### src/rtl/dm_arbiter_ctrl_if.sv
`default_nettype none
// ============================================================================
//  Module   : dm_arbiter_ctrl_if
//  Brief    : CPU / debug / clear request bus and data-memory port bundle.
//  Revision : 1.0  initial release
// ============================================================================
interface dm_arbiter_ctrl_if;
    logic        cpu_Req;
    logic        cpu_WriteEn;
    logic [31:0] cpu_Address;
    logic [31:0] cpu_Data;
    logic [31:0] cpu_PC;
    logic        cpu_Stall;
    logic [31:0] cpu_Rdata;

    logic        dbg_Req;
    logic        dbg_WriteEn;
    logic [31:0] dbg_Address;
    logic [31:0] dbg_Data;
    logic        dbg_Gnt;
    logic [31:0] dbg_Rdata;

    logic        clr_Start;
    logic        Busy;

    logic [31:0] dm_Address;
    logic [31:0] dm_Data;
    logic [31:0] dm_PC;
    logic        dm_WriteEn;
    logic [31:0] dm_Output;

    // Requesters plus the memory itself
    modport master (
        output cpu_Req, cpu_WriteEn, cpu_Address, cpu_Data, cpu_PC,
        output dbg_Req, dbg_WriteEn, dbg_Address, dbg_Data,
        output clr_Start, dm_Output,
        input  cpu_Stall, cpu_Rdata, dbg_Gnt, dbg_Rdata, Busy,
        input  dm_Address, dm_Data, dm_PC, dm_WriteEn
    );

    // The arbiter
    modport slave (
        input  cpu_Req, cpu_WriteEn, cpu_Address, cpu_Data, cpu_PC,
        input  dbg_Req, dbg_WriteEn, dbg_Address, dbg_Data,
        input  clr_Start, dm_Output,
        output cpu_Stall, cpu_Rdata, dbg_Gnt, dbg_Rdata, Busy,
        output dm_Address, dm_Data, dm_PC, dm_WriteEn
    );
endinterface
`default_nettype wire

### src/rtl/dm_arbiter_ctrl.sv
`default_nettype none
// ============================================================================
//  Module   : dm_arbiter_ctrl
//  Brief    : Data-memory arbiter (CPU vs debug, anti-starvation) with clear
//             sequencer. Optional write trace: define DM_ARBITER_TRACE_EN.
//  Revision : 1.0  initial release
// ============================================================================
module dm_arbiter_ctrl #(
    parameter int ADDR_W     = 10,
    parameter int STARVE_MAX = 4
) (
    input  logic             clk,
    input  logic             Reset,
    dm_arbiter_ctrl_if.slave bus
);
    localparam int                      c_STARVE_W   = $clog2(STARVE_MAX + 1);
    localparam logic [ADDR_W-1:0]       c_LAST_WORD  = '1;
    localparam logic [c_STARVE_W-1:0]   c_STARVE_LIM = c_STARVE_W'(STARVE_MAX);

    typedef enum logic [0:0] {
        ST_CLEAR = 1'b0,
        ST_RUN   = 1'b1
    } state_t;

    state_t                  r_state,      w_state_nxt;
    logic [ADDR_W-1:0]       r_clr_cnt,    w_clr_cnt_nxt;
    logic [c_STARVE_W-1:0]   r_starve_cnt, w_starve_cnt_nxt;
    logic                    w_cpu_gnt,    w_dbg_gnt;
    logic                    w_busy,       w_dm_we;
    logic [31:0]             w_dm_addr,    w_dm_data, w_dm_pc;

    always_ff @(posedge clk or negedge Reset) begin
        if (!Reset) begin
            r_state      <= ST_CLEAR;
            r_clr_cnt    <= '0;
            r_starve_cnt <= '0;
        end else begin
            r_state      <= w_state_nxt;
            r_clr_cnt    <= w_clr_cnt_nxt;
            r_starve_cnt <= w_starve_cnt_nxt;
        end
    end

    always_comb begin
        w_state_nxt      = r_state;
        w_clr_cnt_nxt    = r_clr_cnt;
        w_starve_cnt_nxt = r_starve_cnt;
        w_cpu_gnt        = 1'b0;
        w_dbg_gnt        = 1'b0;
        w_busy           = 1'b0;
        w_dm_we          = 1'b0;
        w_dm_addr        = bus.cpu_Address;
        w_dm_data        = bus.cpu_Data;
        w_dm_pc          = bus.cpu_PC;

        case (r_state)
            ST_CLEAR: begin
                w_busy        = 1'b1;
                w_dm_we       = 1'b1;
                w_dm_addr     = 32'({r_clr_cnt, 2'b00});
                w_dm_data     = '0;
                // Counter wraps to zero on the last word, ready for the next clear
                w_clr_cnt_nxt = r_clr_cnt + 1'b1;
                if (r_clr_cnt == c_LAST_WORD)
                    w_state_nxt = ST_RUN;
            end
            ST_RUN: begin
                if (bus.cpu_Req && bus.dbg_Req) begin
                    if (r_starve_cnt == c_STARVE_LIM)
                        w_dbg_gnt = 1'b1;
                    else
                        w_cpu_gnt = 1'b1;
                end else begin
                    w_cpu_gnt = bus.cpu_Req;
                    w_dbg_gnt = bus.dbg_Req;
                end

                if (w_dbg_gnt) begin
                    w_dm_we   = bus.dbg_WriteEn;
                    w_dm_addr = bus.dbg_Address;
                    w_dm_data = bus.dbg_Data;
                    w_dm_pc   = 32'hFFFF_FFFF;
                end else if (w_cpu_gnt) begin
                    w_dm_we   = bus.cpu_WriteEn;
                end

                if (bus.clr_Start) begin
                    w_state_nxt   = ST_CLEAR;
                    w_clr_cnt_nxt = '0;
                end
            end
            default: begin
                w_state_nxt = ST_CLEAR;
            end
        endcase

        // Counts denied debug cycles; any grant or idle debug port restarts it
        if (!bus.dbg_Req || w_dbg_gnt)
            w_starve_cnt_nxt = '0;
        else if (r_starve_cnt != c_STARVE_LIM)
            w_starve_cnt_nxt = r_starve_cnt + 1'b1;
    end

    assign bus.Busy       = w_busy;
    assign bus.dm_WriteEn = w_dm_we & Reset;
    assign bus.dm_Address = w_dm_addr;
    assign bus.dm_Data    = w_dm_data;
    assign bus.dm_PC      = w_dm_pc;
    assign bus.cpu_Stall  = bus.cpu_Req & ~w_cpu_gnt;
    assign bus.dbg_Gnt    = w_dbg_gnt;
    assign bus.cpu_Rdata  = bus.dm_Output;
    assign bus.dbg_Rdata  = bus.dm_Output;

`ifdef DM_ARBITER_TRACE_EN
    always @(posedge clk) begin
        if (Reset && (r_state == ST_RUN) && bus.dm_WriteEn)
            $display("@%08h: *%08h <= %08h", bus.dm_PC, bus.dm_Address, bus.dm_Data);
    end
`else
    // Trace disabled: nothing is built here.
`endif

endmodule
`default_nettype wire

### src/flat_wrapper.sv
// flat-port wrapper written by rule: the top's interface ports become plain ports
module dm_arbiter_ctrl_flat 
#(
    parameter int ADDR_W     = 10,
    parameter int STARVE_MAX = 4
)
  (clk, Reset, bus_cpu_Req, bus_cpu_WriteEn, bus_cpu_Address, bus_cpu_Data, bus_cpu_PC, bus_dbg_Req, bus_dbg_WriteEn, bus_dbg_Address, bus_dbg_Data, bus_clr_Start, bus_dm_Output, bus_cpu_Stall, bus_cpu_Rdata, bus_dbg_Gnt, bus_dbg_Rdata, bus_Busy, bus_dm_Address, bus_dm_Data, bus_dm_PC, bus_dm_WriteEn);
  dm_arbiter_ctrl_if bus_i ();
  input  logic clk;
  input  logic Reset;
  input wire logic [$bits(bus_i.cpu_Req)-1:0] bus_cpu_Req;
  input wire logic [$bits(bus_i.cpu_WriteEn)-1:0] bus_cpu_WriteEn;
  input wire logic [$bits(bus_i.cpu_Address)-1:0] bus_cpu_Address;
  input wire logic [$bits(bus_i.cpu_Data)-1:0] bus_cpu_Data;
  input wire logic [$bits(bus_i.cpu_PC)-1:0] bus_cpu_PC;
  input wire logic [$bits(bus_i.dbg_Req)-1:0] bus_dbg_Req;
  input wire logic [$bits(bus_i.dbg_WriteEn)-1:0] bus_dbg_WriteEn;
  input wire logic [$bits(bus_i.dbg_Address)-1:0] bus_dbg_Address;
  input wire logic [$bits(bus_i.dbg_Data)-1:0] bus_dbg_Data;
  input wire logic [$bits(bus_i.clr_Start)-1:0] bus_clr_Start;
  input wire logic [$bits(bus_i.dm_Output)-1:0] bus_dm_Output;
  output wire logic [$bits(bus_i.cpu_Stall)-1:0] bus_cpu_Stall;
  output wire logic [$bits(bus_i.cpu_Rdata)-1:0] bus_cpu_Rdata;
  output wire logic [$bits(bus_i.dbg_Gnt)-1:0] bus_dbg_Gnt;
  output wire logic [$bits(bus_i.dbg_Rdata)-1:0] bus_dbg_Rdata;
  output wire logic [$bits(bus_i.Busy)-1:0] bus_Busy;
  output wire logic [$bits(bus_i.dm_Address)-1:0] bus_dm_Address;
  output wire logic [$bits(bus_i.dm_Data)-1:0] bus_dm_Data;
  output wire logic [$bits(bus_i.dm_PC)-1:0] bus_dm_PC;
  output wire logic [$bits(bus_i.dm_WriteEn)-1:0] bus_dm_WriteEn;
  assign bus_i.cpu_Req = bus_cpu_Req;
  assign bus_i.cpu_WriteEn = bus_cpu_WriteEn;
  assign bus_i.cpu_Address = bus_cpu_Address;
  assign bus_i.cpu_Data = bus_cpu_Data;
  assign bus_i.cpu_PC = bus_cpu_PC;
  assign bus_i.dbg_Req = bus_dbg_Req;
  assign bus_i.dbg_WriteEn = bus_dbg_WriteEn;
  assign bus_i.dbg_Address = bus_dbg_Address;
  assign bus_i.dbg_Data = bus_dbg_Data;
  assign bus_i.clr_Start = bus_clr_Start;
  assign bus_i.dm_Output = bus_dm_Output;
  assign bus_cpu_Stall = bus_i.cpu_Stall;
  assign bus_cpu_Rdata = bus_i.cpu_Rdata;
  assign bus_dbg_Gnt = bus_i.dbg_Gnt;
  assign bus_dbg_Rdata = bus_i.dbg_Rdata;
  assign bus_Busy = bus_i.Busy;
  assign bus_dm_Address = bus_i.dm_Address;
  assign bus_dm_Data = bus_i.dm_Data;
  assign bus_dm_PC = bus_i.dm_PC;
  assign bus_dm_WriteEn = bus_i.dm_WriteEn;
  dm_arbiter_ctrl #(.ADDR_W(ADDR_W), .STARVE_MAX(STARVE_MAX)) u_core (.clk(clk), .Reset(Reset), .bus(bus_i));
endmodule
### config.mk
export PLATFORM = sky130hd
export DESIGN_NAME = dm_arbiter_ctrl_flat
export DESIGN_NICKNAME = d
export VERILOG_FILES = /design/src/rtl/dm_arbiter_ctrl_if.sv /design/src/rtl/dm_arbiter_ctrl.sv /design/src/flat_wrapper.sv
export SDC_FILE = /design/constraint.sdc
export NUM_CORES = 1
export LEC_CHECK = 0
export ABC_AREA = 1
export BUFFER_PORTS_ARGS = -buffer_cell sky130_fd_sc_hd__buf_2
export CAP_MARGIN = 20
export CORE_AREA = 2 2 140 142
export CTS_BUF_LIST = sky130_fd_sc_hd__clkbuf_2
export DETAILED_ROUTE_END_ITERATION = 16
export DIE_AREA = 0 0 142 144
export GPL_TIMING_DRIVEN = 1
export PLACE_DENSITY_LB_ADDON = 0.1
export SLEW_MARGIN = 20
export SYNTH_ARGS = -nofsm -noshare
export SYNTH_HDL_FRONTEND = slang
export SYNTH_SLANG_ARGS = --single-unit
### constraint.sdc
create_clock -name clk -period 1.9 [get_ports clk]
set_clock_uncertainty 0.2 [all_clocks]
set_input_delay 0.19 -clock clk [delete_from_list [all_inputs] [get_ports clk]]
set_output_delay 0.19 -clock clk [all_outputs]
set_load 0.02 [all_outputs]
* Yosys cells after proc, flatten, opt, wreduce, memory -nomap -nowiden
Cells that the tools add are included.
Word-level totals: register bits 14, bits of input ports 199, output and inout port bits 164, logic and storage cells 42
Cells by class: add/sub/neg operators 2, equality and inequality tests 4, mux-type cells 25, bitwise operators 4, reduce and logical (&&, ||, !) cells 4
Operators by type and width (count):
- $mux 32 | 4
- $pmux 32 s2 | 2
- $pmux 10 s2 | 1
- $mux 1 | 13
- $add 10x1->10 const B | 1
- $eq 10x10->1 const B | 1
- $mux 10 | 1
- $mux 3 | 2
- $pmux 1 s2 | 2
- $add 3x1->3 const B | 1
- $eq 3x3->1 const B | 1
- $ne 3x3->1 const B | 1
- $and 1x1->1 | 2
- $ne 2x2->1 const B | 1
- $not 1->1 | 2
- $reduce_bool 2->1 | 1
- $logic_and 1x1->1 | 1
- $logic_not 1->1 | 1
- $logic_or 1x1->1 | 1

* Longest topological paths before layout
depth after elaboration 8, gate-level depth with buffers 9, gate-level depth less buffers 7

* Worst setup path after synthesis
No wires, ideal clock.
path kind reg-to-output, start point register u_core.r_starve_cnt[0], end point output port bus_dm_Address[5], arrival 1565 ps, required time 1510 ps, path slack -55 ps, stages on the path, launching flop included 9, path through dfrtp_1 inv_1 ha_1 nand3_2 nand2_4 inv_2 buf_4 nor2_1 o21ai_0
Between the ends: cells in the longest elaborated chain, start to end 6
Ends and longest elaborated chain:
- from (decl) | RTL line dm_arbiter_ctrl.sv:27 | logic [c_STARVE_W-1:0] r_starve_cnt, w_starve_cnt_nxt;
- from (signal assigned) | RTL line dm_arbiter_ctrl.sv:40 | r_starve_cnt <= w_starve_cnt_nxt;
- $eq 3x3->1 | RTL line dm_arbiter_ctrl.sv:69 | if (r_starve_cnt == c_STARVE_LIM)
- $mux 1 | RTL line dm_arbiter_ctrl.sv:69
- $mux 1 | RTL line dm_arbiter_ctrl.sv:68 | if (bus.cpu_Req && bus.dbg_Req) begin
- $mux 1 | RTL line dm_arbiter_ctrl.sv:56 | case (r_state)
- $mux 32 | RTL line dm_arbiter_ctrl.sv:78 | if (w_dbg_gnt) begin
- $pmux 32 s2 | RTL line dm_arbiter_ctrl.sv:56
- to (decl) | RTL line flat_wrapper.sv:27 | output wire logic [$bits(bus_i.dm_Address)-1:0] bus_dm_Address;
No other way between the ends. The select of a mux whose other input is x is not followed.

* Worst setup path in the final report
start point register u_core.r_starve_cnt[1], end point output port bus_dm_PC[0]
Between the ends: cells in the longest elaborated chain, start to end 6
Ends and longest elaborated chain:
- $eq 3x3->1 | RTL line dm_arbiter_ctrl.sv:69
- $mux 1 | RTL line dm_arbiter_ctrl.sv:69
- $mux 1 | RTL line dm_arbiter_ctrl.sv:68
- $mux 1 | RTL line dm_arbiter_ctrl.sv:56
- $mux 32 | RTL line dm_arbiter_ctrl.sv:78
- $mux 32 | RTL line dm_arbiter_ctrl.sv:56
- to (decl) | RTL line flat_wrapper.sv:29 | output wire logic [$bits(bus_i.dm_PC)-1:0] bus_dm_PC;
No other way between the ends. The select of a mux whose other input is x is not followed.

==> summary.txt <==
Status
  • Outcome: finished with violations
  • Violated checks: negative setup slack

Final layout
  • Layout fillers: 2,187
  • Layout cells sized above 1: 59.94%
  • Final nets: ~850
  • Design Area, Final: 4621 µm²
  • Layout area overhead: 83.73%
  • Inserted Diodes: 0

Global route
  • Initial antenna violation count: 2
  • Largest net degree at the start of global routing: 54
  • GRT Total Usage: 11.71%
  • Overflow after GRT: 0
  • Global-route wire length before repair: 18,840 µm
  • Vias in the first global route: approximately 3,400

Power and ir drop
  • Pwr/cell area: between 400 and 500 nW/µm²
  • Total Power: roughly 2.3 mW
  • Pleak: 2.457 nW
  • Peak VDD IR: 529.3 µV

Synthesis
  • Commonest cells post-synth: 124 x nor2_1, 69 x o21ai_0, 67 x buf_4
  • Mux share of post-synthesis cell area: 0.3980%
  • Top FF cell, synth: dfrtp_1
  • Synth async-reset ratio: 100.0%
  • Synth area leader: buf_4
  • Share of the synthesized area in the top cell type: around 20%
  • Average size of a mapped cell: 5.835 µm²
  • Sequential area share after synthesis: 13.93%
  • Seq cells post-synth: 14
  • Post-Syn Area: roughly 2500 µm²
  • Post-synthesis cell count: 431
  • Area share of xor/xnor cells in the synthesized design: 0.6965%
  • Compound-Gate Fraction of Synth Area: roughly 18%
  • Adder-cell share of the synthesized area: 1.493%
  • Largest family of logic cells by synthesized area: simple AND/OR/NAND/NOR gates
  • Number of synthesized flops with an enable pin: 0
  • Post-Synth Simple-Gate Area: 36.02%
  • Mapped Nets: 633
  • Top post-synthesis cells by area: buf_4 20%, nor2_1 19%, dfrtp_1 14%, o21ai_0 14%, or2_2 7.5%
  • Library cells used by synthesis: 32
  • Ys Warns: 0
  • Cell with the most instances after synthesis: nor2_1

Routing
  • DR DRC count: 0
  • DRT antenna net count: 0
  • DR iter-0 viols: 127
  • WL per Instance: 15.32 µm
  • Vias per cell: ~4.0
  • Vias: 3,504
  • Final WL: ~14,000 µm
  • DRT Pass-1 Iters: 4

Die
  • FP Rows: 51
  • Initial Utilization: 13.18%
  • Core area: 19,080 µm²
  • Die W: about 140 µm
  • DIE HEIGHT: roughly 140 µm
  • Number of I/O pins: 363
  • Die area: 20,450 µm²

Timing
  • RSZ-0062 raised after global routing: true
  • Final Hold Viols: 0
  • Final worst slack: -0.3018 ns
  • Pins Over Slew Limit: 0
  • Setup-failing EPs final: between 90 and 100
  • Final min period: 2.202 ns
  • Max Fclk: 0.4542 GHz
  • Slew @ Worst Pin: 0.2852 ns
  • Tcrit/Tclk final: 115.9%
  • Relative slew slack: 80.99%

Hold path
  • Worst Hold Class: primary input to flop

Placed design
  • Dpl cell area: 3694 µm²
  • IO Port Bufs: 266
  • HPWL after DPL: 10,420 µm
  • Routability cong.: 0.7765

Clock network
  • H-tree levels: 1
  • CTS sink cnt: 14
  • CTS tree: done
  • Root buf cell: clkbuf_2
  • Worst-Skew Late Latency: 0.29 ns
  • Reg clk slew, reported paths: roughly 0.14 ns
  • Total CTS buffers: 3
  • Maximum clock insertion buffer count: 2

Critical path
  • Largest fanout on the critical path: 17
  • Nature of the critical path endpoint: primary output
  • Worst path arrival time: 1.81 ns
  • Slowest CP cell: dfrtp_1
  • Worst-path cell chain: inv_2 -> ha_4 -> nand3_4 -> nand2_8 -> nand2_4 -> inv_6 -> buf_12 -> or2_2 -> buf_6
  • Worst Path Required: around 1.5 ns
  • Worst setup SP type: flop
  • Crit path kind: flop to primary output
  • Critical path's largest stage delay: 0.39 ns

Run
  • Max Cap Viol: 0
[worst max-delay path, delay by kind of cell (launching register included)]
family | cells | cell delay, ns
adders and majority gates | 1 | 0.16
DFF | 1 | 0.39
buffers and inverters | 4 | 0.39
and+or+nand+nor | 4 | 0.58
[state kept, by name, indices dropped and copies added, names as in the netlist]
register / cells
u_core.r_clr_cnt: 10
u_core.r_state: 1
u_core.r_starve_cnt: 3
[final cells by class]
cell class	count	area, µm²	share of cell area (%)
multi-input cells	303	1660	35.93
clock buffers	4	20.02	0.4333
flip-flops and latches	14	351.6	7.609
repair buffers	299	2185	47.28
inverters	24	106.4	2.302
well taps	238	297.8	6.445
[stage by stage]
stage          utilization, %  cells  TNS (ns)  hold slack (ns)  setup slack (ns)
5_1_grt                 24.22    882    -32.94          0.07589           -0.4029
3_5_place_dp            19.36    863  -0.08457         -0.03029          -0.02160
2_1_floorplan               -    431         0          -0.3056           0.01603
4_1_cts                 22.58    876    -24.51          0.07778           -0.3091
6_report                24.22    882    -22.11          0.08851           -0.3018
3_3_place_gp            19.36    863         0         -0.02915          0.002443
[power breakdown]
group | switching [mW] | internal (mW) | total (mW)
Clock | 0.107 | 0.0558 | 0.163
Combinational | 0.821 | 0.768 | 1.59
Sequential | 0.113 | 0.401 | 0.514
[repair_timing]
item                                   4_1_cts  5_1_grt
pin swaps                                    6       14
gates cloned                                 3        6
endpoints found under the hold margin       16        0
setup buffers                                3        1
hold buffers                                 3        0
gates resized for setup                    173       78
setup endpoints to repair                   99      100
[layer usage]
layer	GRT usage (%)	vias up	part of all wire (%)
met4	2.421	4	1.6
met2	22.45	169	53
met5	0	-	0.18
li1	-	1727	-
met1	12.97	1582	38
met3	3.046	22	7.2
[cell usage in the layout, fill, tap and decap left out, types with 3 or more instances in the layout]
| cell type | synthesis | routed |
|---|---|---|
| o21ai_2 | 1 | 21 |
| clkbuf_16 | 0 | 4 |
| clkbuf_2 | 1 | 4 |
| buf_8 | 0 | 3 |
| buf_2 | 11 | 180 |
| a21oi_2 | 1 | 3 |
| nand4_1 | 3 | 3 |
| inv_1 | 22 | 19 |
| nor2_4 | 0 | 3 |
| o21ai_0 | 69 | 25 |
| buf_6 | 6 | 38 |
| or2_4 | 0 | 14 |
| buf_4 | 67 | 61 |
| buf_16 | 0 | 3 |
| or2_2 | 30 | 16 |
| dfrtp_1 | 14 | 13 |
| dlygate4sd3_1 | 0 | 3 |
| o21ai_1 | 3 | 27 |
| nor2_1 | 124 | 107 |
| buf_12 | 0 | 7 |
| nor2_2 | 0 | 14 |
| nand3_1 | 7 | 7 |
| nand2_1 | 41 | 39 |
[worst paths after layout]
kind | from | endpoint | slack (ns) | cells past startpoint
hold reg to reg | u_core.r_clr_cnt[6]$_DFFE_PN0P_ | u_core.r_clr_cnt[6]$_DFFE_PN0P_ | 0.35 | 2
min in group asynchronous | Reset | u_core.r_clr_cnt[7]$_DFFE_PN0P_ | 0.18 | 3
max in group asynchronous | Reset | u_core.r_state$_DFF_PN0_ | 1.12 | 3
setup reg to reg | u_core.r_state$_DFF_PN0_ | u_core.r_clr_cnt[0]$_DFFE_PN0P_ | 0.22 | 5
setup / recovery | u_core.r_starve_cnt[1]$_DFFE_PN0P_ | bus_dm_PC[0] | -0.30 | 9
hold / removal | bus_dbg_Req | u_core.r_starve_cnt[0]$_DFFE_PN0P_ | 0.09 | 3
[kinds of logic (layout without fill, tap and decap cells)]
logic type                 count (synthesis)  in the layout
muxes                                      1              1
adders and majority gates                  3              3
buffers and inverters                    114            327
AOI/OAI and AO/OA                         86             86
DFF                                       14             14
and+or+nand+nor                          211            211
xor gates and xnor gates                   2              2
Note: power is estimated with default switching activity, not from simulation.
